### config.mk
export PLATFORM = sky130hd
export DESIGN_NAME = pixel_scanner
export DESIGN_NICKNAME = d
export VERILOG_FILES = /design/src/rtl/pixel_scanner.sv
export SDC_FILE = /design/constraint.sdc
export NUM_CORES = 1
export LEC_CHECK = 0
export ABC_AREA = 1
export BUFFER_PORTS_ARGS = -buffer_cell sky130_fd_sc_hd__clkbuf_2
export CORE_MARGIN = 10
export CORE_UTILIZATION = 45
export CTS_CLUSTER_DIAMETER = 80
export DETAILED_ROUTE_END_ITERATION = 10
export MAX_ROUTING_LAYER = met4
export PLACE_DENSITY = 0.83
export SYNTH_ARGS = -nofsm -noshare
export SYNTH_HDL_FRONTEND = slang
export SYNTH_SLANG_ARGS = --single-unit
### constraint.sdc
create_clock -name clk -period 2.25 [get_ports clk]
set_clock_uncertainty 0.05 [all_clocks]
set_input_delay 0.45 -clock clk [delete_from_list [all_inputs] [get_ports clk]]
set_output_delay 0.45 -clock clk [all_outputs]
set_load 0.03 [all_outputs]
### src/rtl/pixel_scanner.sv
//------------------------------------------------------------------------------
// pixel_scanner : raster-order (x,y) coordinate source with valid/ready output,
//                 single-shot/continuous frames, inter-frame gap and abort.
// Revision      : 1.0
//------------------------------------------------------------------------------
`default_nettype none

module pixel_scanner #(
    parameter int SCREEN_WIDTH  = 640,
    parameter int SCREEN_HEIGHT = 480,
    parameter int FRAME_GAP     = 4,
    parameter int FC_WIDTH      = 16
) (
    input  logic                clk,
    input  logic                rst,
    input  logic                start,
    input  logic                continuous,
    input  logic                abort,
    input  logic                out_ready,
    output logic [31:0]         screen_x,
    output logic [31:0]         screen_y,
    output logic                coords_valid,
    output logic                sof,
    output logic                eol,
    output logic                eof,
    output logic                busy,
    output logic [FC_WIDTH-1:0] frame_count
);

    localparam int c_MAX_DIM  = (SCREEN_WIDTH > SCREEN_HEIGHT) ? SCREEN_WIDTH : SCREEN_HEIGHT;
    localparam int CW         = $clog2(c_MAX_DIM + 1);
    localparam int GW         = (FRAME_GAP > 1) ? $clog2(FRAME_GAP) : 1;
    localparam int c_GAP_LOAD = (FRAME_GAP > 0) ? FRAME_GAP - 1 : 0;

    localparam logic [CW-1:0] c_X_MAX = CW'(SCREEN_WIDTH - 1);
    localparam logic [CW-1:0] c_Y_MAX = CW'(SCREEN_HEIGHT - 1);
    // Flags carried by the (0,0) beat; degenerate widths/heights make it eol/eof too
    localparam logic c_EOL0 = (SCREEN_WIDTH == 1);
    localparam logic c_EOF0 = (SCREEN_WIDTH == 1) && (SCREEN_HEIGHT == 1);

    localparam logic [1:0] S_IDLE = 2'd0;
    localparam logic [1:0] S_SCAN = 2'd1;
    localparam logic [1:0] S_GAP  = 2'd2;

    logic [1:0]    r_state;
    logic [CW-1:0] r_x;
    logic [CW-1:0] r_y;
    logic [GW-1:0] r_gap;

    logic          w_x_last;
    logic          w_last;
    logic          w_xfer;
    logic [CW-1:0] w_nx;
    logic [CW-1:0] w_ny;

    assign w_x_last = (r_x == c_X_MAX);
    assign w_last   = w_x_last && (r_y == c_Y_MAX);
    assign w_xfer   = coords_valid && out_ready;
    assign w_nx     = w_x_last ? '0 : r_x + CW'(1);
    assign w_ny     = w_x_last ? r_y + CW'(1) : r_y;

    assign screen_x = {{(32-CW){1'b0}}, r_x};
    assign screen_y = {{(32-CW){1'b0}}, r_y};

    always_ff @(posedge clk or posedge rst) begin
        if (rst) begin
            r_state      <= S_IDLE;
            r_x          <= '0;
            r_y          <= '0;
            r_gap        <= '0;
            coords_valid <= 1'b0;
            sof          <= 1'b0;
            eol          <= 1'b0;
            eof          <= 1'b0;
            busy         <= 1'b0;
            frame_count  <= '0;
        end else if (abort) begin
            // An eof transfer in the same cycle is deliberately not counted
            r_state      <= S_IDLE;
            r_x          <= '0;
            r_y          <= '0;
            r_gap        <= '0;
            coords_valid <= 1'b0;
            sof          <= 1'b0;
            eol          <= 1'b0;
            eof          <= 1'b0;
            busy         <= 1'b0;
        end else begin
            case (r_state)
                S_IDLE: begin
                    if (start) begin
                        r_state      <= S_SCAN;
                        r_x          <= '0;
                        r_y          <= '0;
                        coords_valid <= 1'b1;
                        sof          <= 1'b1;
                        eol          <= c_EOL0;
                        eof          <= c_EOF0;
                        busy         <= 1'b1;
                    end
                end
                S_SCAN: begin
                    if (w_xfer) begin
                        if (w_last) begin
                            frame_count <= frame_count + FC_WIDTH'(1);
                            r_x         <= '0;
                            r_y         <= '0;
                            if (continuous && (FRAME_GAP == 0)) begin
                                sof <= 1'b1;
                                eol <= c_EOL0;
                                eof <= c_EOF0;
                            end else if (continuous) begin
                                r_state      <= S_GAP;
                                r_gap        <= GW'(c_GAP_LOAD);
                                coords_valid <= 1'b0;
                                sof          <= 1'b0;
                                eol          <= 1'b0;
                                eof          <= 1'b0;
                            end else begin
                                r_state      <= S_IDLE;
                                coords_valid <= 1'b0;
                                sof          <= 1'b0;
                                eol          <= 1'b0;
                                eof          <= 1'b0;
                                busy         <= 1'b0;
                            end
                        end else begin
                            r_x <= w_nx;
                            r_y <= w_ny;
                            sof <= 1'b0;
                            eol <= (w_nx == c_X_MAX);
                            eof <= (w_nx == c_X_MAX) && (w_ny == c_Y_MAX);
                        end
                    end
                end
                S_GAP: begin
                    if (r_gap == '0) begin
                        r_state      <= S_SCAN;
                        coords_valid <= 1'b1;
                        sof          <= 1'b1;
                        eol          <= c_EOL0;
                        eof          <= c_EOF0;
                    end else begin
                        r_gap <= r_gap - GW'(1);
                    end
                end
                default: begin
                    r_state      <= S_IDLE;
                    coords_valid <= 1'b0;
                    busy         <= 1'b0;
                end
            endcase
        end
    end

endmodule

`default_nettype wire

==> reports/results.tsv, run 1 <==
stage	metric	value	unit
yosys	Post-Synth Adder-Cell Area	2.02	%
sta	minimum clock period	2.07	ns
sta	Max transition margin	62.7	%
yosys	post-synth top area share	35.5	%
detailed_routing	drt wl/cell	14.0	um
global_routing	largest net degree at the start of global routing	45	
clock_tree	clk_lat worst skew	0.29	ns
clock_tree	CTS tree	yes	
outcome	outcome	complete, no violations	
floorplan	Ports	91	
yosys	sequential element share of the synthesized area	35.5	%
global_routing	met1 usage	18.4	%
detailed_routing	initial DRC count	125	
yosys	Synth cell types	34	
worst_setup_path	Reg2Reg Depth	13	
hold_path	Hold Path Class	primary input to async pin	
sta	Hold Slack	0.220	ns
yosys	largest family of logic cells by synthesized area	simple AND/OR/NAND/NOR gates	
worst_setup_path	CP endpoint kind	flip-flop	
clock_tree	Clock Tree Root	clkbuf_8	
worst_setup_path	crit-path max cell delay	0.43	ns
sta	final worst slack	0.184	ns
global_routing	initial antenna violation count	0	
placed_design	Port Buffers	46	
detailed_routing	DR pass1 iterations	6	
detailed_routing	final WL	7670	um
sta	Slew Viols, Final	0	
power_and_ir_drop	cell-internal power	1.23	mW
sta	final setup TNS	0	ns
yosys	Synth Instances	414	
yosys	synth warn	0	
detailed_routing	routed vias/inst	4.92	
yosys	Post-Syn Area per Cell	7.48	um2
detailed_routing	Routed Antenna Nets	0	
power_and_ir_drop	Pwr Density	592	mW/mm2
power_and_ir_drop	Lkg Pwr	1.79	nW
yosys	synth top area cells	dfrtp_1 (36%), nand2_1 (14%), buf_4 (11%)	
sta	Final Hold Fails	0	
yosys	Compound-Gate Fraction of Synth Area	7.71	%
placed_design	DP Worst Slack	0.126	ns
worst_setup_path	startpoint types	flip-flop	
floorplan	die area	0.0106	mm2
floorplan	site row count	30	
floorplan	Die W	103	um
yosys	area leader, netlist	dfrtp_1	
worst_setup_path	Crit path top cell by count	nand2_1	
worst_setup_path	critical path's slowest cell	dfrtp_1	
clock_tree	CTS Buf Count	5	
global_routing	GRT Total Usage	14.8	%
yosys	XOR/XNOR Fraction of Synth Area	5.65	%
layout	Layout area overhead	9.53	%
layout	Final Non-Filler Cells	550	
floorplan	Initial Util	45.9	%
power_and_ir_drop	clock power share	25.9	%
clock_tree	CTS Hold Buffers Added	0	
sta	Max Clk Rate	0.484	GHz
sta	unrepaired setup endpoints after global routing	no	
yosys	Simple-Gate Fraction of Synth Area	31.5	%
yosys	#FFs+latches synth	44	
layout	Final #Nets	480	
global_routing	GRT met3 Usage	3.42	%
layout	layout cells sized above 1	18.5	%
worst_setup_path	WS Path Type	flip-flop to flip-flop	
global_routing	first-pass GRT wire length	12400	um
placed_design	HPWL after detailed placement	6140	um
sta	Final setup viols	0	
sta	Worst-Margin Slew	0.559	ns
yosys	ys async rst share	100	%
floorplan	Die Span Y	103	um
clock_tree	clock buffer depth	2	
yosys	number of enable flip-flop cells after synthesis	0	
floorplan	Core ar.	0.00676	mm2
yosys	cell area after synthesis	0.00310	mm2
placed_design	placed cell count	541	
power_and_ir_drop	Reg power frac	44.5	%
worst_setup_path	Worst Path Arrival	2.25	ns
clock_tree	clock slew at reported path FFs	0.09	ns
yosys	mux contribution to synthesized area	0	%
worst_setup_path	Required @ worst endpoint	2.43	ns
yosys	most common library cells after synthesis	nand2_1 (112), inv_1 (47), buf_4 (44), dfrtp_1 (44), nor2_1 (31)	
power_and_ir_drop	total design power	2.01	mW
global_routing	GRT Max-Usage Layer	met2	
power_and_ir_drop	P_sw	0.776	mW
flow_run	max-cap violations	0	
power_and_ir_drop	Worst VDD drop	0.371	mV
global_routing	total congestion overflow	0	
power_and_ir_drop	Switching Fraction	38.6	%
clock_tree	clock sinks	44	
yosys	most common cell in the synthesized netlist	nand2_1	
layout	fillers	669	
placed_design	RePlAce Congestion	0.965	
worst_setup_path	Cell Chain, Critical Path	ha_4 -> nand2_2 -> nor2_4 -> nand2_2 -> nor2_4 -> nand2_1 -> nor2_1 -> nand2_1 -> nand2_1 -> nand2_1 -> nor2_1 -> nand3_1 -> nand2_1	
power_and_ir_drop	Logic pwr share	29.7	%
sta	Tcrit/Tclk final	91.8	%
detailed_routing	Residual DRC	0	
detailed_routing	Vias	2705	
yosys	Top FF cell, synth	dfrtp_1	
global_routing	met2 usage	23.8	%
clock_tree	H-tree depth	2	
layout	diode count	0	
global_routing	vias in the first global route	2619	
worst_setup_path	critical path peak fanout	6	
[cell usage in the layout (no fill, tap or decap)]
master    synthesis  final
nand2_1         112    112
inv_1            47     46
clkbuf_2          0     46
conb_1            1     44
dfrtp_1          44     43
nor2_1           31     29
nand3_1          25     25
o21ai_0          19     19
xor2_1           16     16
nand4_1           8      8
o22ai_1           7      7
inv_2             6      6
o21ai_1           6      6
nor3_1            6      6
clkbuf_8          0      6
nor2_4            5      5
a21oi_1           5      5
nor2_2            2      4
xnor2_1           4      4
ha_1              5      4
buf_4            44      4
nor4_1            2      2
nand2_2           2      2
nand3_4           2      2
nor3_2            2      2
nor2_8            2      2
nand2_4           2      2
clkbuf_1          0      2
nor3_4            1      1
a21oi_2           1      1
o211ai_2          1      1
inv_4             1      1
and2_1            1      1
a31oi_1           1      1
clkinv_1          0      1
o32ai_1           1      1
a22o_1            1      1
ha_4              0      1
dfrtp_2           0      1
[flip-flops by register name, summed over array words and instances, names as in the netlist]
name         count
eol              1
r_y             10
r_x             10
r_gap            2
sof              1
r_state          2
eof              1
frame_count     16
busy             1
[per-layer routing]
metal / share of wire, % / wire, um / up-vias
met4: 1.1 / 81 / 0
met5: 0 / 0 / -
met1: 42 / 3210 / 1241
met3: 8.6 / 658 / 13
li1: - / - / 1336
met2: 48 / 3720 / 115
[worst max-delay path: cells and delay by family (launching register included)]
kind | cells | cell delay [ns]
adders and majority gates | 1 | 0.18
DFF | 1 | 0.43
and+or+nand+nor | 12 | 1.34
[stage by stage]
step / util [%] / cell area, um2
6_report: 50.2 / 3390
4_1_cts: 49.8 / 3370
2_1_floorplan: - / 3260
3_3_place_gp: 48.5 / 3280
5_1_grt: 50.2 / 3390
3_5_place_dp: 48.5 / 3280
[final timing paths]
path                       startpoint         end  slack (ns)
setup / recovery               r_x[0]         eof        0.18
hold / removal                    rst      r_x[9]        0.22
setup reg to reg               r_x[0]         eof        0.18
hold reg to reg                  busy        busy        0.43
max in group asynchronous         rst      r_x[1]        1.53
min in group clk           continuous  r_state[1]        0.42
[logic make-up (layout without fill, tap and decap cells)]
kind of cell / Yosys count / in the layout
flops: 44 / 44
simple gates: 203 / 203
other cells: 1 / 44
buf+inv: 99 / 112
xor+xnor: 20 / 20
fa+ha+maj: 5 / 5
compound gates: 42 / 42
[power by group through the flow]
stage	clock network, mW	logic [mW]	registers (mW)
floorplan	0	0.446	0.961
global placement	0	0.580	0.904
detailed placement	0	0.593	0.906
CTS	0.537	0.594	0.890
global route	0.571	0.668	0.902
finish	0.520	0.596	0.894
[cell type report]
class / count / area [um2] / share of cell area [%]
clock buffer: 8 / 90.1 / 2.65
inverter: 54 / 205 / 6.05
multi-input combinational: 314 / 1640 / 48.2
sequential: 44 / 1100 / 32.5
tap: 80 / 100 / 2.95
timing repair buffer: 50 / 260 / 7.67
[repair_timing]
item | 4_1_cts | 5_1_grt
endpoints found under the setup margin | 0 | 7
endpoints found under the hold margin | 0 | 0
setup buffers | 0 | 1
gates resized for setup | 0 | 5
(Power assumes the default switching activity.)
==> run 2, diff against run 1 <==
- PLACE_DENSITY: 0.83 -> 0.74
==> reports/results.tsv, run 2 (synthesis results as in run 1) <==
stage	metric	value	unit	change
outcome	outcome	complete, no violations		
floorplan	Die Span Y	103	um	unchanged
layout	Reg with most FFs	frame_count		
detailed_routing	routed vias/inst	4.89		-0.58%
worst_setup_path	WS Path Type	flip-flop to flip-flop		
clock_tree	clock sinks	44		unchanged
detailed_routing	initial DRC count	142		+14%
clock_tree	clk_lat worst skew	0.30	ns	about the same
power_and_ir_drop	Lkg Pwr	1.81	nW	+1.3%
sta	Final setup viols	0		unchanged
worst_setup_path	CP endpoint kind	flip-flop		
power_and_ir_drop	Switching Fraction	38.9	%	+0.29 points
placed_design	HPWL after detailed placement	5960	um	-3.0%
worst_setup_path	Worst Path Arrival	2.22	ns	-0.03 ns
global_routing	vias in the first global route	2641		+0.84%
detailed_routing	Residual DRC	0		unchanged
global_routing	largest net degree at the start of global routing	45		unchanged
layout	max FFs per register	16		unchanged
clock_tree	Clock Tree Root	clkbuf_8		
layout	diode count	0		unchanged
clock_tree	CTS Buf Count	5		unchanged
hold_path	Hold Path Class	primary input to async pin		
floorplan	die area	0.0106	mm2	unchanged
power_and_ir_drop	Reg power frac	44.1	%	-0.4 points
layout	Largest regs	frame_count x16, r_x x10, r_y x10		
sta	Slew Viols, Final	0		unchanged
layout	commonest non-fill, non-tap cell in the layout	nand2_1		
layout	Layout area overhead	10.3	%	
power_and_ir_drop	P_sw	0.790	mW	+1.8%
layout	cell area after layout	0.00342	mm2	+0.70%
clock_tree	CTS Hold Buffers Added	0		unchanged
sta	Worst-Margin Slew	0.556	ns	-0.00260 ns
sta	Final Hold Fails	0		unchanged
floorplan	site row count	30		unchanged
layout	Final #Nets	484		+0.83%
layout	Final Non-Filler Cells	554		+0.73%
detailed_routing	drt wl/cell	13.8	um	-1.3%
worst_setup_path	critical path peak fanout	6		unchanged
clock_tree	CTS tree	yes		
detailed_routing	final WL	7630	um	-0.60%
sta	Hold Slack	0.205	ns	-0.0149 ns
detailed_routing	DR pass1 iterations	4		-2
worst_setup_path	startpoint types	flip-flop		
floorplan	Initial Util	45.9	%	unchanged
clock_tree	clock slew at reported path FFs	0.09	ns	about the same
power_and_ir_drop	Pwr Density	594	mW/mm2	+0.34%
global_routing	initial antenna violation count	0		unchanged
clock_tree	H-tree depth	2		unchanged
placed_design	DP Worst Slack	0.124	ns	-0.00199 ns
sta	unrepaired setup endpoints after global routing	no		
global_routing	total congestion overflow	0		unchanged
sta	Tcrit/Tclk final	92.7	%	+0.92 points
clock_tree	clock buffer depth	2		unchanged
power_and_ir_drop	cell-internal power	1.24	mW	+0.57%
floorplan	Core ar.	0.00676	mm2	unchanged
power_and_ir_drop	Logic pwr share	29.8	%	about the same
sta	minimum clock period	2.09	ns	+0.0207 ns
placed_design	Port Buffers	46		unchanged
placed_design	placed cell count	541		unchanged
power_and_ir_drop	clock power share	26.1	%	+0.2 points
sta	final worst slack	0.163	ns	-0.0207 ns
layout	commonest cells after routing, fill and taps aside	nand2_1 (111), inv_1 (46), clkbuf_2 (46), conb_1 (44), dfrtp_1 (44)		
floorplan	Ports	91		unchanged
worst_setup_path	Required @ worst endpoint	2.38	ns	-0.05 ns
sta	Max Clk Rate	0.479	GHz	-0.99%
flow_run	max-cap violations	0		unchanged
sta	final setup TNS	0	ns	unchanged
detailed_routing	Vias	2709		+0.15%
detailed_routing	Routed Antenna Nets	0		unchanged
global_routing	first-pass GRT wire length	12200	um	-2.3%
power_and_ir_drop	Worst VDD drop	0.487	mV	+31%
global_routing	GRT Total Usage	14.4	%	-0.38 points
floorplan	Die W	103	um	unchanged
placed_design	RePlAce Congestion	0.997		+3.2%
sta	Max transition margin	62.9	%	+0.17 points
placed_design	dpl cell area	0.00328	mm2	unchanged
layout	layout cells sized above 1	19.4	%	+0.90 points
[run 2: final timing paths]
check / slack (ns) / cells after the start / endpoint / start
setup / recovery: 0.16 / 12 / r_gap[1] / r_x[1]
hold reg to reg: 0.43 / 2 / sof / sof
min in group clk: 0.43 / 2 / sof / sof
hold / removal: 0.21 / 3 / r_y[7] / rst
setup reg to reg: 0.16 / 12 / r_gap[1] / r_x[1]
max in group asynchronous: 1.56 / 3 / sof / rst
[run 2: layout make-up]
cell class	count	area (um2)
fill	700	3340
multi-input combinational	314	1630
sequential	44	1100
timing repair buffer	54	290
inverter	54	205
tap	80	100
clock buffer	8	90.1
[run 2: per-stage QoR]
stage / power [mW] / utilization (%)
final: 2.03 / 50.6
after global routing: 2.14 / 50.6
after CTS: 2.03 / 49.8
after detailed placement: 1.50 / 48.5
after global placement: 1.49 / 48.5
after floorplan: 1.41 / -
[run 2: power groups by stage]
stage	Clock, mW	Combinational, mW	Sequential (mW)
detailed placement	0	0.590	0.908
global route	0.568	0.667	0.900
global placement	0	0.579	0.907
CTS	0.542	0.592	0.893
finish	0.530	0.605	0.896
floorplan	0	0.446	0.961
[run 2: worst max-delay path, cell delays in order (launching register included)]
cell and delay (ns):
dfrtp_1 0.40, ha_2 0.23, nand2_2 0.11, nor2_4 0.15
nand2_2 0.08, nor2_4 0.21, nand3_4 0.16, nand2_4 0.13
nand2_1 0.09, nand2_2 0.09, o211ai_2 0.12, nand2_1 0.09
o21ai_1 0.06
[run 2: metal layers]
layer	wire length (um)	GRT usage (%)	part of all wire, %
met3	541	3.69	7.1
met2	3730	23.0	49
met1	3250	18.0	43
met5	0	-	0
met4	97	3.53	1.3
[run 2: what timing repair did]
item,4_1_cts,5_1_grt
endpoints found under the setup margin,0,9
buffers inserted,0,5
gates resized for setup,0,5
==> run 3, diff against run 2 <==
- MAX_ROUTING_LAYER: met4 -> not set
==> reports/results.tsv, run 3 (synthesis results as in run 1) <==
stage	metric	value	unit	change
outcome	outcome	complete, no violations		
clock_tree	clock sinks	44		unchanged
global_routing	initial antenna violation count	0		unchanged
global_routing	total congestion overflow	0		unchanged
power_and_ir_drop	Pwr Density	594	mW/mm2	about the same
clock_tree	CTS tree	yes		
floorplan	Initial Util	45.9	%	unchanged
clock_tree	clock slew at reported path FFs	0.09	ns	about the same
clock_tree	Clock Tree Root	clkbuf_8		
worst_setup_path	CP bufs+invs	0		unchanged
placed_design	placed cell count	541		unchanged
floorplan	Die Span Y	103	um	unchanged
detailed_routing	Residual DRC	0		unchanged
detailed_routing	initial DRC count	122		-14%
layout	Final #Nets	484		unchanged
sta	Max Clk Rate	0.480	GHz	+0.13%
flow_run	max-cap violations	0		unchanged
sta	Worst-Margin Slew	0.551	ns	-0.00550 ns
hold_path	Hold Path Class	primary input to async pin		
placed_design	HPWL after detailed placement	5960	um	unchanged
worst_setup_path	Worst Path Arrival	2.22	ns	about the same
floorplan	Ports	91		unchanged
sta	minimum clock period	2.08	ns	-0.00277 ns
worst_setup_path	CP endpoint kind	flip-flop		
clock_tree	CTS Hold Buffers Added	0		unchanged
detailed_routing	Vias	2723		+0.52%
worst_setup_path	Crit path top cell by count	nand2_2		
global_routing	first-pass GRT wire length	12100	um	-0.11%
global_routing	met1 usage	17.5	%	-0.44 points
layout	Layout area overhead	10.3	%	unchanged
layout	commonest non-fill, non-tap cell in the layout	nand2_1		
floorplan	die area	0.0106	mm2	unchanged
detailed_routing	drt wl/cell	13.7	um	-0.16%
layout	diode count	0		unchanged
global_routing	GRT Total Usage	14.1	%	-0.38 points
layout	Reg with most FFs	frame_count		
worst_setup_path	crit-path max cell delay	0.40	ns	about the same
floorplan	site row count	30		unchanged
floorplan	Die W	103	um	unchanged
clock_tree	clk_lat worst skew	0.30	ns	about the same
sta	Max transition margin	63.3	%	+0.37 points
worst_setup_path	critical path peak fanout	6		unchanged
detailed_routing	Routed Antenna Nets	0		unchanged
placed_design	RePlAce Congestion	0.978		-1.8%
sta	Hold Slack	0.204	ns	-0.00164 ns
layout	max FFs per register	16		unchanged
clock_tree	CTS Buf Count	5		unchanged
worst_setup_path	critical path's slowest cell	dfrtp_1		
global_routing	met2 usage	23.0	%	+0.049 points
layout	Largest regs	frame_count x16, r_x x10, r_y x10		
sta	Final setup viols	0		unchanged
power_and_ir_drop	Worst VDD drop	0.487	mV	about the same
worst_setup_path	CP delay by family, top	simple AND/OR/NAND/NOR gates		
detailed_routing	routed vias/inst	4.92		+0.52%
layout	layout cells sized above 1	19.4	%	unchanged
detailed_routing	DR pass1 iterations	4		unchanged
global_routing	GRT met3 Usage	4.42	%	+0.74 points
clock_tree	clock buffer depth	2		unchanged
layout	Final Non-Filler Cells	554		unchanged
power_and_ir_drop	Lkg Pwr	1.81	nW	unchanged
floorplan	Core ar.	0.00676	mm2	unchanged
worst_setup_path	startpoint types	flip-flop		
global_routing	GRT Max-Usage Layer	met2		
worst_setup_path	Cell Chain, Critical Path	ha_2 -> nand2_2 -> nor2_4 -> nand2_2 -> nor2_4 -> nand3_4 -> nand2_4 -> nand2_1 -> nand2_2 -> o211ai_2 -> nand2_1 -> o21ai_1		
layout	commonest cells after routing, fill and taps aside	nand2_1 (111), inv_1 (46), clkbuf_2 (46), conb_1 (44), dfrtp_1 (44)		
sta	Slew Viols, Final	0		unchanged
worst_setup_path	Reg2Reg Setup Slack	0.17	ns	about the same
global_routing	vias in the first global route	2636		-0.19%
detailed_routing	final WL	7620	um	-0.16%
worst_setup_path	Required @ worst endpoint	2.38	ns	about the same
sta	Tcrit/Tclk final	92.6	%	-0.12 points
sta	unrepaired setup endpoints after global routing	no		
sta	Final Hold Fails	0		unchanged
worst_setup_path	WS Path Type	flip-flop to flip-flop		
global_routing	largest net degree at the start of global routing	45		unchanged
placed_design	Port Buffers	46		unchanged
sta	final setup TNS	0	ns	unchanged
clock_tree	H-tree depth	2		unchanged
run 3: cell counts in the layout (fill, tap and decap cells not counted):
No cell type changed its count.
run 3: worst paths after layout:
path / start / to / cells after the start
max in group asynchronous: rst / sof / 3
worst max-delay path: r_x[1] / r_gap[1] / 12
worst min-delay path: rst / r_y[7] / 3
worst min register to register: sof / sof / 2
min in group clk: sof / sof / 2
worst max register to register: r_x[1] / r_gap[1] / 12
run 3: metal layers:
layer | vias up | routed length [um] | share of wire, %
li1 | 1347 | - | -
met1 | 1267 | 3170 | 42
met2 | 97 | 3700 | 49
met3 | 12 | 643 | 8.4
met4 | 0 | 94 | 1.2
met5 | - | 0 | 0
run 3: stage by stage:
| step | setup slack [ns] | util, % | total power, mW | instance area, um2 |
|---|---|---|---|---|
| floorplan | 0.141 | - | 1.41 | 3260 |
| global placement | 0.212 | 48.5 | 1.49 | 3280 |
| detailed placement | 0.124 | 48.5 | 1.50 | 3280 |
| CTS | 0.103 | 49.8 | 2.03 | 3370 |
| global route | 0.00924 | 50.6 | 2.14 | 3420 |
| finish | 0.166 | 50.6 | 2.03 | 3420 |
run 3: power by group:
| part | total, mW | leakage (nW) | internal [mW] | switching [mW] |
|---|---|---|---|---|
| Sequential | 0.896 | 0.569 | 0.842 | 0.0542 |
| Combinational | 0.605 | 1.19 | 0.148 | 0.458 |
| Clock | 0.530 | 0.0455 | 0.251 | 0.278 |
run 3: repair_timing:
item | CTS | global route
endpoints found under the setup margin | 0 | 9
buffers inserted | 0 | 5
resized for setup | 0 | 5
run 3: final cells by class:
type / instances / area (um2)
multi-input cells: 314 / 1630
clock buffers: 8 / 90.1
well taps: 80 / 100
inverters: 54 / 205
flip-flops and latches: 44 / 1100
fillers: 700 / 3340
repair buffers: 54 / 290
run 3: tightest hold or removal path, stage by stage:
cell	delay, ns
clkbuf_2	0.08
clkinv_1	0.03
buf_4	0.46
